### config.mk
export PLATFORM = sky130hd
export DESIGN_NAME = hazard_flush_ctrl_flat
export DESIGN_NICKNAME = d
export VERILOG_FILES = /design/src/rtl/hazard_flush_ctrl_if.sv /design/src/rtl/hazard_flush_ctrl.sv /design/src/flat_wrapper.sv
export SDC_FILE = /design/constraint.sdc
export NUM_CORES = 1
export LEC_CHECK = 0
export CAP_MARGIN = 20
export CORE_ASPECT_RATIO = 1.5
export CORE_MARGIN = 4
export CORE_UTILIZATION = 62
export DETAILED_ROUTE_END_ITERATION = 6
export DONT_BUFFER_PORTS = 1
export PLACE_DENSITY = 0.78
export REMOVE_ABC_BUFFERS = 1
export SYNTH_ARGS = -nofsm -noshare
export SYNTH_HDL_FRONTEND = slang
export SYNTH_SLANG_ARGS = --single-unit
### constraint.sdc
create_clock -name clk -period 2.9 [get_ports clk]
set_clock_uncertainty 0.05 [all_clocks]
set_input_delay 0.725 -clock clk [delete_from_list [all_inputs] [get_ports clk]]
set_output_delay 0.725 -clock clk [all_outputs]
set_load 0.03 [all_outputs]
### src/rtl/hazard_flush_ctrl_if.sv
// Hazard-control bundle between the MIPS pipeline (master) and the flush/stall
// controller (slave): resolved redirects and load-use operands in, controls out.
interface hazard_flush_ctrl_if #(
    parameter int STAGES = 4,
    parameter int CNT_W  = 16
);
    logic              branch_taken;
    logic              jump;
    logic [4:0]        id_rs;
    logic [4:0]        id_rt;
    logic              id_uses_rt;
    logic              ex_memread;
    logic [4:0]        ex_rt;
    logic [STAGES-1:0] flush;
    logic [STAGES-1:0] stall;
    logic              pc_en;
    logic [CNT_W-1:0]  flush_cnt;
    logic [CNT_W-1:0]  stall_cnt;

    modport master (
        output branch_taken, jump, id_rs, id_rt, id_uses_rt, ex_memread, ex_rt,
        input  flush, stall, pc_en, flush_cnt, stall_cnt
    );

    modport slave (
        input  branch_taken, jump, id_rs, id_rt, id_uses_rt, ex_memread, ex_rt,
        output flush, stall, pc_en, flush_cnt, stall_cnt
    );
endinterface

### src/rtl/hazard_flush_ctrl.sv
// Pipeline hazard controller: stage-indexed redirect flushes, load-use stalls,
// a post-redirect hold covering fetch latency, and saturating event counters.
module hazard_flush_ctrl #(
    parameter int STAGES       = 4,
    parameter int BR_STAGE     = 2,
    parameter int J_STAGE      = 1,
    parameter int REDIRECT_LAT = 2,
    parameter int CNT_W        = 16
) (
    input logic             clk,
    input logic             rst,
    hazard_flush_ctrl_if.slave hz
);

    localparam int                HOLD_W    = $clog2(REDIRECT_LAT) + 1;
    localparam logic [HOLD_W-1:0] HOLD_LOAD = HOLD_W'(REDIRECT_LAT - 1);
    localparam logic [HOLD_W-1:0] HOLD_LAST = HOLD_W'(1);
    localparam bit                USE_HOLD  = (REDIRECT_LAT > 1);
    localparam logic [STAGES-1:0] BR_MASK   = STAGES'((1 << BR_STAGE) - 1);
    localparam logic [STAGES-1:0] J_MASK    = STAGES'((1 << J_STAGE) - 1);
    localparam logic [STAGES-1:0] IF_ID     = STAGES'(1);
    localparam logic [STAGES-1:0] ID_EX     = STAGES'(2);

    typedef enum logic {
        RUN  = 1'b0,
        HOLD = 1'b1
    } state_t;

    state_t            state;
    state_t            state_nxt;
    logic [HOLD_W-1:0] hold_cnt;
    logic [HOLD_W-1:0] hold_nxt;

    logic              lu_raw;
    logic              lu;
    logic              br_acc;
    logic              j_acc;
    logic              lu_stall;
    logic              redirect;

    logic [STAGES-1:0] flush_c;
    logic [STAGES-1:0] stall_c;
    logic              pc_en_c;
    logic [CNT_W-1:0]  flush_cnt_q;
    logic [CNT_W-1:0]  stall_cnt_q;

    function automatic logic [CNT_W-1:0] sat_inc(input logic [CNT_W-1:0] v);
        return (&v) ? v : v + 1'b1;
    endfunction

    // Hazard detection and priority: branch > load-use > jump.
    // ID carries a bubble during HOLD, so a load-use match there is spurious.
    assign lu_raw   = hz.ex_memread && (hz.ex_rt != 5'd0) &&
                      ((hz.ex_rt == hz.id_rs) || (hz.id_uses_rt && (hz.ex_rt == hz.id_rt)));
    assign lu       = lu_raw && (state == RUN);
    assign br_acc   = hz.branch_taken;
    assign lu_stall = lu && !br_acc;
    assign j_acc    = hz.jump && !lu && !br_acc;
    assign redirect = br_acc || j_acc;

    // State register
    always_ff @(posedge clk or posedge rst) begin
        if (rst) begin
            state    <= RUN;
            hold_cnt <= '0;
        end else begin
            state    <= state_nxt;
            hold_cnt <= hold_nxt;
        end
    end

    // Next-state logic: any accepted redirect (re)arms the hold window.
    always_comb begin
        state_nxt = state;
        hold_nxt  = hold_cnt;
        if (redirect && USE_HOLD) begin
            state_nxt = HOLD;
            hold_nxt  = HOLD_LOAD;
        end else if (state == HOLD) begin
            if (hold_cnt <= HOLD_LAST) begin
                state_nxt = RUN;
                hold_nxt  = '0;
            end else begin
                hold_nxt  = hold_cnt - 1'b1;
            end
        end
    end

    // Output logic: combinational from inputs and state, reset forces all flush.
    always_comb begin
        flush_c = '0;
        stall_c = '0;
        pc_en_c = 1'b1;
        if (rst) begin
            flush_c = '1;
            pc_en_c = 1'b0;
        end else begin
            if (state == HOLD) begin
                flush_c = flush_c | IF_ID;
            end
            if (br_acc) begin
                flush_c = flush_c | BR_MASK;
            end else if (lu) begin
                stall_c[0] = 1'b1;
                flush_c    = flush_c | ID_EX;
                pc_en_c    = 1'b0;
            end else if (j_acc) begin
                flush_c = flush_c | J_MASK;
            end
            stall_c = stall_c & ~flush_c;
        end
    end

    // Event counters, updated on the edge that closes the event cycle.
    always_ff @(posedge clk or posedge rst) begin
        if (rst) begin
            flush_cnt_q <= '0;
            stall_cnt_q <= '0;
        end else begin
            if (redirect) begin
                flush_cnt_q <= sat_inc(flush_cnt_q);
            end
            if (lu_stall) begin
                stall_cnt_q <= sat_inc(stall_cnt_q);
            end
        end
    end

    assign hz.flush     = flush_c;
    assign hz.stall     = stall_c;
    assign hz.pc_en     = pc_en_c;
    assign hz.flush_cnt = flush_cnt_q;
    assign hz.stall_cnt = stall_cnt_q;

    a_no_overlap : assert property (@(posedge clk) disable iff (rst)
        (flush_c & stall_c) == '0);
    a_stall_if_only : assert property (@(posedge clk) disable iff (rst)
        (stall_c & ~IF_ID) == '0);
    a_pc_hold_is_stall : assert property (@(posedge clk) disable iff (rst)
        !pc_en_c |-> stall_c[0]);

endmodule

### src/flat_wrapper.sv
// flat-port wrapper written by rule: the top's interface ports become plain ports
module hazard_flush_ctrl_flat 
#(
    parameter int STAGES       = 4,
    parameter int BR_STAGE     = 2,
    parameter int J_STAGE      = 1,
    parameter int REDIRECT_LAT = 2,
    parameter int CNT_W        = 16
)
  (clk, rst, hz_branch_taken, hz_jump, hz_id_rs, hz_id_rt, hz_id_uses_rt, hz_ex_memread, hz_ex_rt, hz_flush, hz_stall, hz_pc_en, hz_flush_cnt, hz_stall_cnt);
  hazard_flush_ctrl_if #(.STAGES(STAGES), .CNT_W(CNT_W)) hz_i ();
  input logic clk;
  input logic rst;
  input wire logic [$bits(hz_i.branch_taken)-1:0] hz_branch_taken;
  input wire logic [$bits(hz_i.jump)-1:0] hz_jump;
  input wire logic [$bits(hz_i.id_rs)-1:0] hz_id_rs;
  input wire logic [$bits(hz_i.id_rt)-1:0] hz_id_rt;
  input wire logic [$bits(hz_i.id_uses_rt)-1:0] hz_id_uses_rt;
  input wire logic [$bits(hz_i.ex_memread)-1:0] hz_ex_memread;
  input wire logic [$bits(hz_i.ex_rt)-1:0] hz_ex_rt;
  output wire logic [$bits(hz_i.flush)-1:0] hz_flush;
  output wire logic [$bits(hz_i.stall)-1:0] hz_stall;
  output wire logic [$bits(hz_i.pc_en)-1:0] hz_pc_en;
  output wire logic [$bits(hz_i.flush_cnt)-1:0] hz_flush_cnt;
  output wire logic [$bits(hz_i.stall_cnt)-1:0] hz_stall_cnt;
  assign hz_i.branch_taken = hz_branch_taken;
  assign hz_i.jump = hz_jump;
  assign hz_i.id_rs = hz_id_rs;
  assign hz_i.id_rt = hz_id_rt;
  assign hz_i.id_uses_rt = hz_id_uses_rt;
  assign hz_i.ex_memread = hz_ex_memread;
  assign hz_i.ex_rt = hz_ex_rt;
  assign hz_flush = hz_i.flush;
  assign hz_stall = hz_i.stall;
  assign hz_pc_en = hz_i.pc_en;
  assign hz_flush_cnt = hz_i.flush_cnt;
  assign hz_stall_cnt = hz_i.stall_cnt;
  hazard_flush_ctrl #(.STAGES(STAGES), .BR_STAGE(BR_STAGE), .J_STAGE(J_STAGE), .REDIRECT_LAT(REDIRECT_LAT), .CNT_W(CNT_W)) u_core (.clk(clk), .rst(rst), .hz(hz_i));
endmodule
==> flow_summary.yaml <==
status:
  status: "finished, final reports clean"
sta:
  final-setup-viol-count: 0
  final-hold-violation-count: 0
  fin_crit_ns: 2.810
  period_share: 0.9689
  rsz0062_at_grt: "false"
  slew_violations: 0
  max_freq_ghz: 0.3559
  fin_setup_tns_ns: 0
drt:
  drc: 0
  dr.pass1.iters: 4
  ant_nets: 0
  drt-initial-drc-count: 26
  viasPerCell: 5.789
  wirelength_um: 3532
  detail_route.wl_per_cell_um: 16.58
  route.vias.total: 1233
worst_setup_path:
  critical_path_peak_fanout: 4
  worst-r2r-setup-slack_ns: 0.45
  worst-path-stages: 6
  r2r_end: "u_core.hz.stall_cnt[1]"
  slowest_stage: "or2_2"
  path_buf_inv: 1
  path_cells: "xor2_1 > nor4_1 > a32oi_1 > or2_2 > nor3_1 > buf_4"
  crit_required_ns: 2.12
  r2r_start: "u_core.hz.stall_cnt[4]"
  r2r_cells: 6
  cp-start-kind: "input port"
  critPathLaunch: "hz_ex_rt[3]"
  crit_family: "simple AND/OR/NAND/NOR gates"
  cpPeakStageDelay_ns: 0.36
  end_kind: "output pin"
  crit_end: "hz_stall[0]"
  worstSetupPathType: "input port to output pin"
  worstPathArrival_ns: 2.03
synth:
  synth_xor_area_frac: 0.1923
  synthDominantCellAreaShare: 0.4808
  synthCells: 171
  synth-simple-area-share: 0.2321
  ys_types: 37
  muxShareOfSynthArea: 0.01236
  synth-seq-area-share: 0.4808
  synth_top_family_by_area: "simple AND/OR/NAND/NOR gates"
  syn_area_mm2: 0.001822
  ys.warnings.count: 0
  syn_avg_cell_area_um2: 10.65
  synth_top_area_cell: "dfrtp_1"
  synth_compound_area_frac: 0.02335
  yosys_register_bits: 35
  synth_fa_ha_area_frac: 0.01374
  synth_area_leaders: "dfrtp_1, xnor2_1, xor2_1"
clocking:
  insertion_delay_ns: 0.28
  cts_tree: "yes"
  ctsResizeCount: 0
  h-tree-depth: 2
  clockRootBuffer: "clkbuf_8"
  cts_buffers: 5
  cts_hold_buf: 0
  postCtsSetupBuffers: 0
  clockBufferDepth: 2
  cts_sinks: 35
  path_clk_slew_ns: 0.07
global_route:
  grt_max_degree: 36
  grt_overflow: 0
  grtUsageTotal: 0.2041
  antenna_found_initial: 0
  grt_pass1_vias: 1333
  grt_pass1_wl_um: 5934
placement:
  portBuffers: 0
  gp_congestion: 0.7736
  hpwl_um: 2680
  dpl_cell_area_mm2: 0.001842
floorplan:
  die-height_um: 74.39
  core_mm2: 0.002734
  initial_core_util: 0.6664
  dieArea_mm2: 0.003888
  pin_count: 62
  rows: 23
  dieWidth_um: 52.26
layout:
  fin_nets: 198
  layout_common_cells: "dfrtp_1, xnor2_1, xor2_1"
  final_cell_area_mm2: 0.001923
  antenna_cells: 0
  syn2layout_area_growth_pct: 5.563
  drive_gt1_frac: 0.1136
  fill_cells: 225
  layout_commonest_cell: "dfrtp_1"
pwr:
  max-vdd-ir-drop_v: 0.0006049
  power_density_mw_per_mm2: 630.9
  p_leak_nw: 0.8736
worst_hold_path:
  hp-class: "input port to asynchronous set/reset pin"
run:
  max-cap-violations: 0
## layout make-up
type,instances,area (um^2),area share
Multi-Input combinational cell,125,874.6,0.4548
Timing Repair Buffer,4,30.03,0.01561
Tap cell,37,46.29,0.02407
Inverter,4,15.01,0.007807
Sequential cell,35,875.8,0.4554
Clock buffer,7,76.32,0.03969
Clock inverter,1,5.005,0.002602
## kinds of logic (layout without fill, tap and decap cells)
| family | Yosys count | after routing |
|---|---|---|
| simple gates | 71 | 71 |
| xor+xnor | 40 | 40 |
| flops | 35 | 35 |
| buf+inv | 13 | 16 |
| compound gates | 7 | 7 |
| fa+ha+maj | 2 | 2 |
| mux | 2 | 2 |
| other cells | 1 | 3 |
## synthesized netlist by cell type
| cell type | n |
|---|---|
| nand2b_1 | 2 |
| nand2_4 | 1 |
| o21ai_1 | 1 |
| nand3_1 | 14 |
| a32oi_1 | 1 |
| clkbuf_1 | 2 |
| nor3_4 | 1 |
| inv_1 | 4 |
| nand2_2 | 1 |
| nand2_1 | 10 |
| mux2_1 | 1 |
| ha_1 | 2 |
| o21ai_0 | 1 |
| nor2b_1 | 1 |
| nor2_4 | 1 |
| nor4_1 | 1 |
| buf_6 | 1 |
| buf_4 | 6 |
| and4_1 | 2 |
| mux2_2 | 1 |
| o22ai_1 | 1 |
| nor3_1 | 4 |
| o211ai_1 | 1 |
| and3_2 | 2 |
| xnor2_1 | 24 |
| and3_1 | 5 |
| nand4_4 | 1 |
| nand4_1 | 12 |
| or4_4 | 1 |
| and2_1 | 1 |
| nor2_1 | 9 |
| dfrtp_1 | 35 |
| or4_1 | 1 |
| conb_1 | 1 |
| or2_2 | 1 |
| a21oi_1 | 2 |
| xor2_1 | 16 |
## routing by layer
| metal | global-route usage | part of all wire | vias up |
|---|---|---|---|
| met1 | 0.2177 | 0.38 | 599 |
| met4 | 0.07955 | 0.018 | 0 |
| met2 | 0.3538 | 0.52 | 43 |
| met5 | 0 | 0 | - |
| met3 | 0.08617 | 0.087 | 8 |
| li1 | - | - | 583 |
## registers in the layout (all words and copies together) (netlist names)
| signal | cells |
|---|---|
| u_core.state | 1 |
| u_core.hold_cnt | 2 |
| u_core.hz.stall_cnt | 16 |
| u_core.hz.flush_cnt | 16 |
## power breakdown
| part | internal [mW] | total (mW) | switching, mW |
|---|---|---|---|
| clock network | 0.168 | 0.331 | 0.163 |
| logic | 0.0733 | 0.150 | 0.0769 |
| registers | 0.543 | 0.732 | 0.189 |
## per-stage QoR
| step | worst slack [ns] | power, mW | hold WS (ns) | util | cells |
|---|---|---|---|---|---|
| global route | 0.001500 | 1.279 | 0.4045 | 0.7034 | 213 |
| global placement | 0.1428 | 0.8761 | 0.4200 | 0.6737 | 205 |
| CTS | 0.08481 | 1.227 | 0.3774 | 0.7034 | 213 |
| finish | 0.09009 | 1.213 | 0.3683 | 0.7034 | 213 |
| floorplan | -0.1845 | 0.8452 | 0.4088 | - | 164 |
| detailed placement | 0.08539 | 0.8938 | 0.4375 | 0.6737 | 205 |
## worst min-delay path by stage
| stage | start | end | cells past startpoint |
|---|---|---|---|
| detailed placement | u_core.hold_cnt[1] | u_core.state | 2 |
| global route | rst | u_core.hz.flush_cnt[14] | 2 |
| CTS | rst | u_core.hz.flush_cnt[14] | 2 |
| floorplan | u_core.hold_cnt[1] | u_core.state | 2 |
| finish | rst | u_core.hz.flush_cnt[14] | 2 |
| global placement | u_core.hold_cnt[1] | u_core.state | 2 |
## worst register-to-register path, cell delays in order (launching register included)
cell     delay [ns]
dfrtp_1        0.61
and4_1         0.31
and3_2         0.24
nand2_4        0.08
or4_4          0.60
nand2_2        0.11
mux2_1         0.32
No activity file was read; power rests on OpenSTA's default activity.
